[src/rtl/memory_loader_pkg.sv]
// Shared definitions for the memory loader: bus/address sizing and the
// loader FSM state encoding. The VERIFY state only exists when the
// read-back check is built in (LOADER_VERIFY_EN).
package loader_pkg;

    localparam int DATA_W    = 8;
    localparam int MEM_DEPTH = 16;
    localparam int ADDR_W    = $clog2(MEM_DEPTH);

    typedef enum logic [2:0] {
        ST_IDLE      = 3'd0,
        ST_WAIT_DATA = 3'd1,
        ST_SET_ADDR  = 3'd2,
        ST_WRITE     = 3'd3,
`ifdef LOADER_VERIFY_EN
        ST_VERIFY    = 3'd4,
`endif
        ST_FINISH    = 3'd5
    } state_e;

endpackage

[src/rtl/memory_loader_if.sv]
// Handshake and memory-bus signals between a host and the memory loader.
// master: host side (requests loads, streams bytes, returns memory read data).
// slave:  loader side (drives address strobe, write enable and the bus).
interface memory_loader_if #(
    parameter int DATA_W = loader_pkg::DATA_W,
    parameter int ADDR_W = loader_pkg::ADDR_W
);
    logic              start;
    logic [ADDR_W-1:0] load_len;
    logic              in_valid;
    logic [DATA_W-1:0] in_data;
    logic              in_ready;
    logic [DATA_W-1:0] mem_out;
    logic              mi;
    logic              we;
    logic [DATA_W-1:0] bus_out;
    logic              bus_oe;
    logic              busy;
    logic              done;
    logic              err;

    modport master (
        output start, load_len, in_valid, in_data, mem_out,
        input  in_ready, mi, we, bus_out, bus_oe, busy, done, err
    );

    modport slave (
        input  start, load_len, in_valid, in_data, mem_out,
        output in_ready, mi, we, bus_out, bus_oe, busy, done, err
    );
endinterface

[src/rtl/memory_loader.sv]
// Memory loader: accepts a stream of bytes and writes them to consecutive
// memory addresses starting at 0, using a two-step bus protocol (address
// strobe mi, then write strobe we). Optional read-back check of each byte
// is enabled by defining LOADER_VERIFY_EN; without it err is tied low and
// mem_out is ignored.
//
// state      | meaning
// -----------+----------------------------------------------------------
// IDLE       | waiting for start; all outputs low
// WAIT_DATA  | in_ready high; next byte captured into data_q
// SET_ADDR   | drive address counter on bus, pulse mi
// WRITE      | drive captured byte on bus, pulse we
// VERIFY     | (LOADER_VERIFY_EN) compare mem_out with data_q
// FINISH     | one-cycle done pulse, back to IDLE
module memory_loader
    import loader_pkg::*;
#(
    parameter int DATA_W    = loader_pkg::DATA_W,
    parameter int MEM_DEPTH = loader_pkg::MEM_DEPTH
) (
    input logic            clk,
    input logic            rst,
    memory_loader_if.slave lb
);

    localparam int ADDR_W = $clog2(MEM_DEPTH);

    state_e            state_q, state_d;
    logic [ADDR_W-1:0] addr_cnt_q, addr_cnt_d;
    logic [ADDR_W-1:0] len_q, len_d;
    logic [DATA_W-1:0] data_q, data_d;

    logic              mi_c;
    logic              we_c;
    logic              bus_oe_c;
    logic              in_ready_c;
    logic              done_c;
    logic [DATA_W-1:0] bus_out_c;

`ifdef LOADER_VERIFY_EN
    logic err_q, err_d;
`endif

    // State and datapath registers with synchronous reset
    always_ff @(posedge clk) begin
        if (rst) begin
            state_q    <= ST_IDLE;
            addr_cnt_q <= '0;
            len_q      <= '0;
            data_q     <= '0;
`ifdef LOADER_VERIFY_EN
            err_q      <= 1'b0;
`endif
        end else begin
            state_q    <= state_d;
            addr_cnt_q <= addr_cnt_d;
            len_q      <= len_d;
            data_q     <= data_d;
`ifdef LOADER_VERIFY_EN
            err_q      <= err_d;
`endif
        end
    end

    // Next-state, counter update and state-decoded outputs
    always_comb begin
        state_d    = state_q;
        addr_cnt_d = addr_cnt_q;
        len_d      = len_q;
        data_d     = data_q;
`ifdef LOADER_VERIFY_EN
        err_d      = err_q;
`endif
        mi_c       = 1'b0;
        we_c       = 1'b0;
        bus_oe_c   = 1'b0;
        in_ready_c = 1'b0;
        done_c     = 1'b0;
        bus_out_c  = '0;

        case (state_q)
            ST_IDLE: begin
                if (lb.start) begin
                    len_d      = lb.load_len;
                    addr_cnt_d = '0;
`ifdef LOADER_VERIFY_EN
                    err_d      = 1'b0;
`endif
                    state_d    = ST_WAIT_DATA;
                end
            end
            ST_WAIT_DATA: begin
                in_ready_c = 1'b1;
                if (lb.in_valid) begin
                    data_d  = lb.in_data;
                    state_d = ST_SET_ADDR;
                end
            end
            ST_SET_ADDR: begin
                bus_oe_c  = 1'b1;
                mi_c      = 1'b1;
                bus_out_c = DATA_W'(addr_cnt_q);
                state_d   = ST_WRITE;
            end
            ST_WRITE: begin
                bus_oe_c  = 1'b1;
                we_c      = 1'b1;
                bus_out_c = data_q;
`ifdef LOADER_VERIFY_EN
                state_d   = ST_VERIFY;
`else
                // last address finishes without bumping the counter, so it never wraps
                if (addr_cnt_q == len_q) begin
                    state_d = ST_FINISH;
                end else begin
                    addr_cnt_d = addr_cnt_q + 1'b1;
                    state_d    = ST_WAIT_DATA;
                end
`endif
            end
`ifdef LOADER_VERIFY_EN
            ST_VERIFY: begin
                if (lb.mem_out != data_q) begin
                    err_d   = 1'b1;
                    state_d = ST_FINISH;
                end else if (addr_cnt_q == len_q) begin
                    state_d = ST_FINISH;
                end else begin
                    addr_cnt_d = addr_cnt_q + 1'b1;
                    state_d    = ST_WAIT_DATA;
                end
            end
`endif
            ST_FINISH: begin
                done_c  = 1'b1;
                state_d = ST_IDLE;
            end
            default: begin
                state_d = ST_IDLE;
            end
        endcase
    end

    assign lb.mi       = mi_c;
    assign lb.we       = we_c;
    assign lb.bus_oe   = bus_oe_c;
    assign lb.bus_out  = bus_out_c;
    assign lb.in_ready = in_ready_c;
    assign lb.done     = done_c;
    assign lb.busy     = (state_q != ST_IDLE);
`ifdef LOADER_VERIFY_EN
    assign lb.err      = err_q;
`else
    assign lb.err      = 1'b0;
`endif

endmodule
[src/flat_wrapper.sv]
// flat-port wrapper written by rule: the top's interface ports become plain ports
module memory_loader_flat import loader_pkg::*;
#(
    parameter int DATA_W    = loader_pkg::DATA_W,
    parameter int MEM_DEPTH = loader_pkg::MEM_DEPTH
)
  (clk, rst, lb_start, lb_load_len, lb_in_valid, lb_in_data, lb_mem_out, lb_in_ready, lb_mi, lb_we, lb_bus_out, lb_bus_oe, lb_busy, lb_done, lb_err);
  memory_loader_if #(.DATA_W(DATA_W)) lb_i ();
  input logic clk;
  input logic rst;
  input wire logic [$bits(lb_i.start)-1:0] lb_start;
  input wire logic [$bits(lb_i.load_len)-1:0] lb_load_len;
  input wire logic [$bits(lb_i.in_valid)-1:0] lb_in_valid;
  input wire logic [$bits(lb_i.in_data)-1:0] lb_in_data;
  input wire logic [$bits(lb_i.mem_out)-1:0] lb_mem_out;
  output wire logic [$bits(lb_i.in_ready)-1:0] lb_in_ready;
  output wire logic [$bits(lb_i.mi)-1:0] lb_mi;
  output wire logic [$bits(lb_i.we)-1:0] lb_we;
  output wire logic [$bits(lb_i.bus_out)-1:0] lb_bus_out;
  output wire logic [$bits(lb_i.bus_oe)-1:0] lb_bus_oe;
  output wire logic [$bits(lb_i.busy)-1:0] lb_busy;
  output wire logic [$bits(lb_i.done)-1:0] lb_done;
  output wire logic [$bits(lb_i.err)-1:0] lb_err;
  assign lb_i.start = lb_start;
  assign lb_i.load_len = lb_load_len;
  assign lb_i.in_valid = lb_in_valid;
  assign lb_i.in_data = lb_in_data;
  assign lb_i.mem_out = lb_mem_out;
  assign lb_in_ready = lb_i.in_ready;
  assign lb_mi = lb_i.mi;
  assign lb_we = lb_i.we;
  assign lb_bus_out = lb_i.bus_out;
  assign lb_bus_oe = lb_i.bus_oe;
  assign lb_busy = lb_i.busy;
  assign lb_done = lb_i.done;
  assign lb_err = lb_i.err;
  memory_loader #(.DATA_W(DATA_W), .MEM_DEPTH(MEM_DEPTH)) u_core (.clk(clk), .rst(rst), .lb(lb_i));
endmodule
[config.mk]
export PLATFORM = sky130hd
export DESIGN_NAME = memory_loader_flat
export DESIGN_NICKNAME = d
export VERILOG_FILES = /design/src/rtl/memory_loader_pkg.sv /design/src/rtl/memory_loader_if.sv /design/src/rtl/memory_loader.sv /design/src/flat_wrapper.sv
export SDC_FILE = /design/constraint.sdc
export NUM_CORES = 1
export LEC_CHECK = 0
export ABC_AREA = 0
export BUFFER_PORTS_ARGS = -buffer_cell sky130_fd_sc_hd__buf_2
export CORE_MARGIN = 2
export CORE_UTILIZATION = 49
export CTS_BUF_LIST = sky130_fd_sc_hd__clkbuf_8
export DETAILED_ROUTE_END_ITERATION = 6
export GPL_ROUTABILITY_DRIVEN = 0
export HOLD_SLACK_MARGIN = 0.02
export MAX_ROUTING_LAYER = met4
export PLACE_DENSITY = 0.83
export SYNTH_ARGS = -nofsm -noshare
export SYNTH_HDL_FRONTEND = slang
export SYNTH_SLANG_ARGS = --single-unit
[constraint.sdc]
create_clock -name clk -period 2.08 [get_ports clk]
set_clock_uncertainty 0.15 [all_clocks]
set_input_delay 0.208 -clock clk [delete_from_list [all_inputs] [get_ports clk]]
set_output_delay 0.208 -clock clk [all_outputs]
set_load 0.1 [all_outputs]
==> impl_metrics.json, run 1 <==
{
  "via_per_inst": 5.28,
  "die_w_um": 48.8,
  "vias": 892,
  "swShare_pct": 32.2,
  "postCtsHoldBufs": 0,
  "io_buffers": 29,
  "tightest_slew_ns": 0.562,
  "synth.avg_cell_area_sq_um": 8.78,
  "rsz0062_at_grt": "no",
  "finalCriticalPeriod_ns": 1.94,
  "clk_latency_ns": 0.25,
  "worstPathRequired_ns": 1.72,
  "wl_um": 2150,
  "ys_ff_latch": 19,
  "first_iter_violations": 21,
  "seq_area_frac_synth_pct": 38.7,
  "hold_path_depth": 3,
  "synth_top_cell_by_area": "dfxtp_1",
  "syn_nets": 137,
  "grt_max_degree": 21,
  "cpMaxStageDelayCell": "dfxtp_1",
  "p_int_mw": 0.576,
  "crit_fanout": 9,
  "synth.area.top_cells": "dfxtp_1 (39%), mux2i_1 (13%), nor2_1 (6.1%)",
  "reg2regPathDepth": 5,
  "start_util_pct": 51.2,
  "fin_util_pct": 67.9,
  "grt_use_total_pct": 21.4,
  "area_delta_synth_final_pct": 32.7,
  "crit_buf_inv": 2,
  "drive_gt1_share_pct": 33.8,
  "grt_pass1_wl_um": 3890,
  "r2r_slack_ns": 0.32,
  "syn_area_sq_um": 983,
  "crit_type": "flip-flop to output pin",
  "pwr-share-clk_pct": 29.0,
  "fin_crit_sh_pct": 93.4,
  "min_from": "lb_in_data[0]",
  "grtUsageMet2_pct": 37.0,
  "synthDistinctLibCells": 32,
  "synthTopCellsByCount": "dfxtp_1 (19), nor2_1 (16), mux2i_1 (13), nand2_1 (9), a21oi_1 (7)",
  "power.density_nw_per_um2": 650,
  "end_kind": "output pin",
  "boundaryPins": 39,
  "crit_family": "flip-flops",
  "combPwrFrac_pct": 24.2,
  "clockBufferDepth": 2,
  "crit_chain": "nand3b_1 -> clkinv_2 -> and2_2 -> buf_12",
  "grt_pass1_vias": 912,
  "num_rows": 16,
  "p_total_mw": 0.849,
  "hold_ws_ns": 0.0366,
  "synthDominantCellAreaShare_pct": 38.7,
  "pwr-share-seq_pct": 46.8,
  "ir_worst_vdd_mv": 0.480,
  "synth_ff_type": "dfxtp_1",
  "hold_end": "u_core.data_q[0]$_SDFFE_PP0P_",
  "nets": 168,
  "hold_violations": 0,
  "power_switching_mw": 0.273,
  "cts_num_sinks": 19,
  "slew_violations": 0,
  "slew_headroom_pct": 62.5,
  "antenna_found_initial": 0,
  "wl_per_cell_um": 12.7,
  "antenna_cells": 0,
  "use_met1_pct": 23.5,
  "path_clk_slew_ns": 0.07,
  "crit_cells": 4,
  "cts_tree": "done",
  "async_flop_share_pct": 0,
  "dieHeight_um": 48.8,
  "synth_edf_count": 0,
  "maxCapViolCount": 0,
  "detail-route-antenna-nets": 0,
  "rr_endpoint": "u_core.addr_cnt_q[3]$_SDFFE_PP0P_",
  "h-tree-depth": 1,
  "hold_class": "input pin to flip-flop",
  "ys_warn_count": 0,
  "outcome": "finished, final reports clean",
  "arrival_ns": 1.58,
  "start_kind": "flip-flop",
  "dieArea_sq_um": 2380,
  "cts_made_buffers": 3,
  "fin_tns_setup_ns": 0,
  "use_met3_pct": 4.60,
  "dp.final_hpwl_um": 1590,
  "setup-violations-final": 0,
  "drt_first_pass_iters": 4,
  "busiest_layer": "met2",
  "grt_overflow_total": 0,
  "core-area_sq_um": 1920,
  "syn_inst": 112,
  "slowest_delay_ns": 0.50,
  "yosysMostFrequentCell": "dfxtp_1",
  "p_leak_nw": 0.576,
  "fmaxAchievable_mhz": 515,
  "root_buffer": "clkbuf_8",
  "drcViolationCount": 0,
  "reg2reg_from": "u_core.state_q[1]$_SDFFE_PP0P_"
}
==> power by group through the flow <==
stage / clock network, mW / logic [mW] / registers [mW]
2_1_floorplan: 0 / 0.174 / 0.397
3_3_place_gp: 0 / 0.200 / 0.404
3_5_place_dp: 0 / 0.205 / 0.405
4_1_cts: 0.249 / 0.206 / 0.397
5_1_grt: 0.271 / 0.222 / 0.400
6_report: 0.246 / 0.205 / 0.397
==> logic make-up after synthesis <==
logic type / count (synthesis) / share of synthesized area (%)
muxes: 13 / 13.2
AOI/OAI and AO/OA: 12 / 7.76
other: 1 / 0.381
DFF: 19 / 38.7
xor gates and xnor gates: 4 / 3.56
and+or+nand+nor: 51 / 29.8
buffers and inverters: 11 / 5.34
adders and majority gates: 1 / 1.27
==> sequential cells by signal (all words and copies together) (netlist names) <==
signal             count
u_core.data_q          8
u_core.addr_cnt_q      4
u_core.len_q           4
u_core.state_q         3
==> per-layer routing <==
metal / vias to the layer above / part of all wire [%]
met5: - / 0
li1: 449 / -
met4: 0 / 1.6
met3: 5 / 5.3
met2: 26 / 52
met1: 412 / 42
==> worst max-delay path by stage <==
stage	from	endpoint	slack (ns)
3_3_place_gp	u_core.state_q[2]$_SDFFE_PP0P_	lb_bus_out[4]	0.31
2_1_floorplan	u_core.state_q[0]$_SDFFE_PP0P_	lb_bus_out[1]	-0.20
3_5_place_dp	u_core.state_q[2]$_SDFFE_PP0P_	lb_bus_out[6]	0.25
6_report	u_core.state_q[2]$_SDFFE_PP0P_	lb_bus_out[6]	0.14
5_1_grt	u_core.state_q[2]$_SDFFE_PP0P_	lb_bus_out[6]	0.05
4_1_cts	u_core.state_q[2]$_SDFFE_PP0P_	lb_bus_out[6]	0.12
==> repair_timing <==
action,4_1_cts,5_1_grt
gates resized for setup,0,0
setup endpoints to repair,4,0
hold endpoints to repair,0,0
buffers inserted,1,0
==> metrics by stage <==
stage	area [sq um]	setup WS, ns	instances
floorplan	1030	-0.196	112
global placement	1250	0.311	164
detailed placement	1250	0.253	164
CTS	1310	0.123	169
global route	1310	0.0508	169
finish	1310	0.138	169
==> area by class of cell <==
class | count | area, sq um
Fill cell | 157 | 617
Inverter | 5 | 20.0
Sequential cell | 19 | 380
Multi-Input combinational cell | 82 | 583
Clock inverter | 1 | 3.75
Timing Repair Buffer | 32 | 243
Clock buffer | 3 | 41.3
Tap cell | 27 | 33.8
==> worst min-delay path, delay by kind of cell <==
family | cells | cell delay, ns
buffers and inverters | 1 | 0.07
muxes | 1 | 0.05
and+or+nand+nor | 1 | 0.07
==> layout by cell type, fill, tap and decap left out, types with 2 or more instances in the layout <==
master / netlist / layout
buf_12: 0 / 5
nor2_2: 0 / 2
nand3b_1: 2 / 2
dfxtp_1: 19 / 19
inv_1: 4 / 5
a21oi_1: 7 / 7
nand4_1: 4 / 4
clkbuf_8: 0 / 3
and2_2: 0 / 4
nor2_1: 16 / 14
mux2i_1: 13 / 13
buf_2: 3 / 24
nor3b_4: 0 / 2
nand2_1: 9 / 9
xor2_1: 4 / 4
nand2b_1: 2 / 2
buf_4: 2 / 3
nor3_1: 2 / 2
(Power assumes the default switching activity.)
==> run 2, diff against run 1 <==
Settings changed: ABC_AREA 0 to 1, CORE_UTILIZATION 49 to 50.
Clock period 2.08 ns to 2.1 ns, I/O delays scaled along.
==> impl_metrics.json, run 2 <==
{
  "hold_violations": 0,
  "hold_ws_ns": 0.0409,
  "num_rows": 16,
  "final_cell_mix": "buf_2 (25), nand2_1 (24), inv_1 (20), nor2_1 (20), dfxtp_1 (19)",
  "reg_top3": "u_core.data_q: 8 flops, u_core.addr_cnt_q: 4 flops, u_core.len_q: 4 flops",
  "cts_tree": "done",
  "grt_pass1_vias": 959,
  "slew_headroom_pct": 63.9,
  "antenna_found_initial": 0,
  "path_clk_slew_ns": 0.07,
  "ys_warn_count": 0,
  "vias": 994,
  "synth_top_cell_by_area": "dfxtp_1",
  "die_w_um": 49.3,
  "ys_ff_latch": 19,
  "place_ws_ns": 0.401,
  "h-tree-depth": 1,
  "crit_type": "flip-flop to output pin",
  "dp.final_hpwl_um": 1740,
  "nets": 200,
  "drive_gt1_share_pct": 36.2,
  "crit_buf_inv": 2,
  "wl_per_cell_um": 11.7,
  "syn_inst": 143,
  "first_iter_violations": 19,
  "syn_nets": 168,
  "cts_resized": 0,
  "fmaxAchievable_mhz": 502,
  "cts_made_buffers": 3,
  "power.density_nw_per_um2": 735,
  "synth_edf_count": 0,
  "cts_num_sinks": 19,
  "finalCriticalPeriod_ns": 1.99,
  "core-area_sq_um": 1940,
  "start_util_pct": 52.8,
  "crit_fanout": 9,
  "grt_pass1_wl_um": 4000,
  "grt_max_degree": 16,
  "dieArea_sq_um": 2430,
  "wl_um": 2350,
  "dieHeight_um": 49.3,
  "boundaryPins": 39,
  "start_kind": "flip-flop",
  "slowest_delay_ns": 0.47,
  "clk_latency_ns": 0.26,
  "slew_violations": 0,
  "setup_slack_ns": 0.107,
  "synthTopCellsByCount": "nor2_1 (25), nand2_1 (24), dfxtp_1 (19), inv_1 (19), o21ai_0 (11)",
  "synth.avg_cell_area_sq_um": 7.17,
  "rsz0062_at_grt": "no",
  "fin_crit_sh_pct": 94.9,
  "cpMaxStageDelayCell": "dfxtp_1",
  "stdcell_area_sq_um": 1320,
  "yosysMostFrequentCell": "nor2_1",
  "crit_chain": "nand3_4 -> inv_1 -> buf_2",
  "fin_tns_setup_ns": 0,
  "fill_cells": 179,
  "setup-violations-final": 0,
  "crit_family": "buffers and inverters",
  "hold_class": "input pin to flip-flop",
  "synth_ff_type": "dfxtp_1",
  "outcome": "finished, final reports clean",
  "p_leak_nw": 0.602,
  "worstPathRequired_ns": 1.74,
  "ir_worst_vdd_mv": 0.505,
  "via_per_inst": 4.95,
  "place_area_sq_um": 1260,
  "end_kind": "output pin",
  "maxCapViolCount": 0,
  "async_flop_share_pct": 0,
  "regMostFlops": "u_core.data_q",
  "largest_reg_flops": 8,
  "io_buffers": 29,
  "synth.area.top_cells": "dfxtp_1 (37%), nor2_1 (9.2%), nand2_1 (8.8%)",
  "detail-route-antenna-nets": 0,
  "synthDistinctLibCells": 25,
  "layout_commonest_cell": "buf_2",
  "seq_area_frac_synth_pct": 37.1,
  "grt_overflow_total": 0,
  "clockBufferDepth": 2,
  "drt_first_pass_iters": 4,
  "grt_use_total_pct": 22.3,
  "antenna_cells": 0,
  "tightest_slew_ns": 0.541,
  "arrival_ns": 1.63,
  "root_buffer": "clkbuf_8",
  "syn_area_sq_um": 1020,
  "drcViolationCount": 0,
  "synthDominantCellAreaShare_pct": 37.1,
  "area_delta_synth_final_pct": 28.4
}
[run 2: changes by cell type after synthesis, moves of 4 or more]
| cell | before | now |
|---|---|---|
| and2_1 | 5 | 0 |
| nand3_1 | 1 | 6 |
| o21ai_0 | 0 | 11 |
| mux2i_1 | 13 | 0 |
| nand2_1 | 9 | 24 |
| xor2_1 | 4 | 0 |
| nor2_1 | 16 | 25 |
| o21ai_2 | 0 | 6 |
| inv_2 | 0 | 4 |
| nand4_1 | 4 | 0 |
| inv_1 | 4 | 19 |
[run 2: final timing paths]
kind,depth (start not counted),slack [ns],endpoint,start
setup reg to reg,8,0.56,u_core.data_q[2]$_SDFFE_PP0P_,u_core.state_q[0]$_SDFFE_PP0P_
setup / recovery,3,0.11,lb_we,u_core.state_q[1]$_SDFFE_PP0P_
hold reg to reg,2,0.31,u_core.len_q[3]$_SDFFE_PP0P_,u_core.len_q[3]$_SDFFE_PP0P_
hold / removal,3,0.04,u_core.data_q[1]$_SDFFE_PP0P_,lb_in_data[1]
[run 2: worst reg2reg max path, delay by kind of cell, from the launching register on]
| family | cells | cell delay [ns] |
|---|---|---|
| buffers and inverters | 3 | 0.35 |
| DFF | 1 | 0.43 |
| and+or+nand+nor | 5 | 0.55 |
[run 2: final cells by class]
type / count / area (sq um) / share of cell area, %
Timing Repair Buffer: 30 / 215 / 16.3
Tap cell: 27 / 33.8 / 2.57
Clock inverter: 1 / 3.75 / 0.285
Clock buffer: 3 / 41.3 / 3.14
Sequential cell: 19 / 380 / 28.9
Inverter: 24 / 91.3 / 6.94
Multi-Input combinational cell: 97 / 551 / 41.8
[run 2: logic make-up (layout without fill, tap and decap cells)]
| kind of cell | Yosys count | in the layout | share of synthesized area (%) |
|---|---|---|---|
| adders and majority gates | 1 | 1 | 1.22 |
| buffers and inverters | 27 | 58 | 11.8 |
| and+or+nand+nor | 65 | 65 | 30.2 |
| DFF | 19 | 19 | 37.1 |
| xor gates and xnor gates | 2 | 2 | 1.71 |
| other | 1 | 1 | 0.366 |
| AOI/OAI and AO/OA | 28 | 28 | 17.6 |
[run 2: stage by stage]
step           cells  util, %  power [mW]
2_1_floorplan    143        -       0.660
3_3_place_gp     196     64.9       0.705
3_5_place_dp     196     64.9       0.716
4_1_cts          201     67.8       0.964
5_1_grt          201     67.8        1.01
6_report         201     67.8       0.967
[run 2: repair_timing]
item,4_1_cts,5_1_grt
hold endpoints to repair,1,0
setup buffers,0,0
hold buffers,1,0
[run 2: power by group]
group	leakage (nW)	switching, mW	internal [mW]
sequential	0.156	0.0256	0.393
clock	0.0269	0.125	0.130
combinational	0.419	0.214	0.0797
total	0.602	0.364	0.603
[run 2: routing by layer]
metal  GRT usage (%)  wire length, um  share of wire (%)
met3            4.29              141                6.0
met1            25.7              954                 41
met4            11.4               40                1.7
met2            36.7             1210                 52
met5               -                0                  0
==> run 3, diff against run 2 <==
Settings changed: CORE_ASPECT_RATIO from default to 0.7.
==> impl_metrics.json, run 3 (synthesized netlist as in run 2, its figures left out) <==
{
  "via_per_inst": 4.97,
  "hold_violations": 0,
  "wl_um": 2200,
  "slowest_delay_ns": 0.48,
  "arrival_ns": 1.65,
  "finalNonFillerCells": 196,
  "grt_use_total_pct": 20.7,
  "place_ws_ns": 0.403,
  "clk_latency_ns": 0.26,
  "crit_type": "flip-flop to output pin",
  "fill_cells": 150,
  "regMostFlops": "u_core.data_q",
  "power_switching_mw": 0.359,
  "pwr-share-seq_pct": 43.5,
  "end_kind": "output pin",
  "ir_worst_vdd_mv": 0.458,
  "p_leak_nw": 0.601,
  "vias": 974,
  "hold_ws_ns": 0.0363,
  "antenna_cells": 0,
  "h-tree-depth": 1,
  "cts_tree": "done",
  "grt_max_degree": 16,
  "hold_class": "input pin to flip-flop",
  "start_util_pct": 54.3,
  "cts_setup_buffers": 0,
  "swShare_pct": 37.3,
  "postCtsHoldBufs": 1,
  "cts_made_buffers": 3,
  "drcViolationCount": 0,
  "core-area_sq_um": 1890,
  "p_int_mw": 0.604,
  "area_delta_synth_final_pct": 28.0,
  "cpMaxStageDelayCell": "dfxtp_1",
  "rsz0062_at_grt": "no",
  "start_kind": "flip-flop",
  "detail-route-antenna-nets": 0,
  "io_buffers": 29,
  "outcome": "finished, final reports clean",
  "layout_commonest_cell": "buf_2",
  "p_total_mw": 0.963,
  "boundaryPins": 39,
  "tightest_slew_ns": 0.530,
  "stdcell_area_sq_um": 1310,
  "power.density_nw_per_um2": 735,
  "finalCriticalPeriod_ns": 2.01,
  "dieArea_sq_um": 2430,
  "die_w_um": 58.1,
  "cts_resized": 0,
  "path_clk_slew_ns": 0.07,
  "reg_top3": "u_core.data_q: 8 flops, u_core.addr_cnt_q: 4 flops, u_core.len_q: 4 flops",
  "dp.cells": 191,
  "num_rows": 13,
  "crit_fanout": 9,
  "root_buffer": "clkbuf_8",
  "setup-violations-final": 0,
  "combPwrFrac_pct": 30.2,
  "drive_gt1_share_pct": 36.8,
  "nets": 200,
  "maxCapViolCount": 0,
  "cts_num_sinks": 19,
  "slew_violations": 0,
  "grt_overflow_total": 0,
  "drt_first_pass_iters": 4,
  "slew_headroom_pct": 64.7,
  "grt_pass1_wl_um": 3800,
  "first_iter_violations": 32,
  "antenna_found_initial": 0,
  "setup_slack_ns": 0.0907,
  "grt_pass1_vias": 912,
  "crit_chain": "nand3_4 -> inv_1 -> buf_2",
  "worstPathRequired_ns": 1.74,
  "pwr-share-clk_pct": 26.3,
  "place_area_sq_um": 1250,
  "clockBufferDepth": 2,
  "wl_per_cell_um": 11.2,
  "dp.final_hpwl_um": 1690,
  "dieHeight_um": 41.9,
  "largest_reg_flops": 8,
  "fmaxAchievable_mhz": 498,
  "final_cell_mix": "buf_2 (25), nand2_1 (24), nor2_1 (20), inv_1 (19), dfxtp_1 (19)",
  "fin_crit_sh_pct": 95.7
}
## run 3: cell type report
| class | instances | area, sq um | area share, % |
|---|---|---|---|
| multi-input cells | 97 | 551 | 42.0 |
| flip-flops and latches | 19 | 380 | 29.0 |
| repair buffers | 30 | 215 | 16.4 |
| inverters | 24 | 91.3 | 6.97 |
| clock buffers | 3 | 41.3 | 3.15 |
| well taps | 22 | 27.5 | 2.10 |
| clock inverters | 1 | 5.00 | 0.382 |
## run 3: worst max-delay path: cells and delay by family, from the launching register on
kind / cells / cell delay [ns]
AND/OR/NAND/NOR: 1 / 0.20
buffers and inverters: 2 / 0.71
flip-flops: 1 / 0.48
## run 3: per-stage QoR
stage               util [%]  TNS [ns]
floorplan                  -     -4.07
global placement        66.5         0
detailed placement      66.5         0
CTS                     69.5         0
global route            69.5         0
finish                  69.5         0
## run 3: metal layers
| metal | GRT usage, % | part of all wire [%] | vias up |
|---|---|---|---|
| met5 | - | 0 | - |
| met4 | 6.51 | 0.91 | 0 |
| met3 | 6.23 | 6.6 | 4 |
| met2 | 33.6 | 48 | 24 |
| met1 | 24.5 | 45 | 438 |
| li1 | - | - | 508 |
## run 3: power groups by stage
| stage | Combinational [mW] | Clock, mW | Sequential (mW) |
|---|---|---|---|
| after floorplan | 0.239 | 0 | 0.421 |
| after global placement | 0.281 | 0 | 0.425 |
| after detailed placement | 0.290 | 0 | 0.426 |
| after CTS | 0.292 | 0.258 | 0.418 |
| after global routing | 0.318 | 0.277 | 0.422 |
| final | 0.291 | 0.254 | 0.419 |
## run 3: final timing paths
check | start | slack (ns) | depth (start not counted) | endpoint
max reg2reg | u_core.state_q[0]$_SDFFE_PP0P_ | 0.56 | 7 | u_core.data_q[4]$_SDFFE_PP0P_
max | u_core.state_q[1]$_SDFFE_PP0P_ | 0.09 | 3 | lb_we
min reg2reg | u_core.len_q[2]$_SDFFE_PP0P_ | 0.32 | 2 | u_core.len_q[2]$_SDFFE_PP0P_
min | lb_in_data[2] | 0.04 | 3 | u_core.data_q[2]$_SDFFE_PP0P_
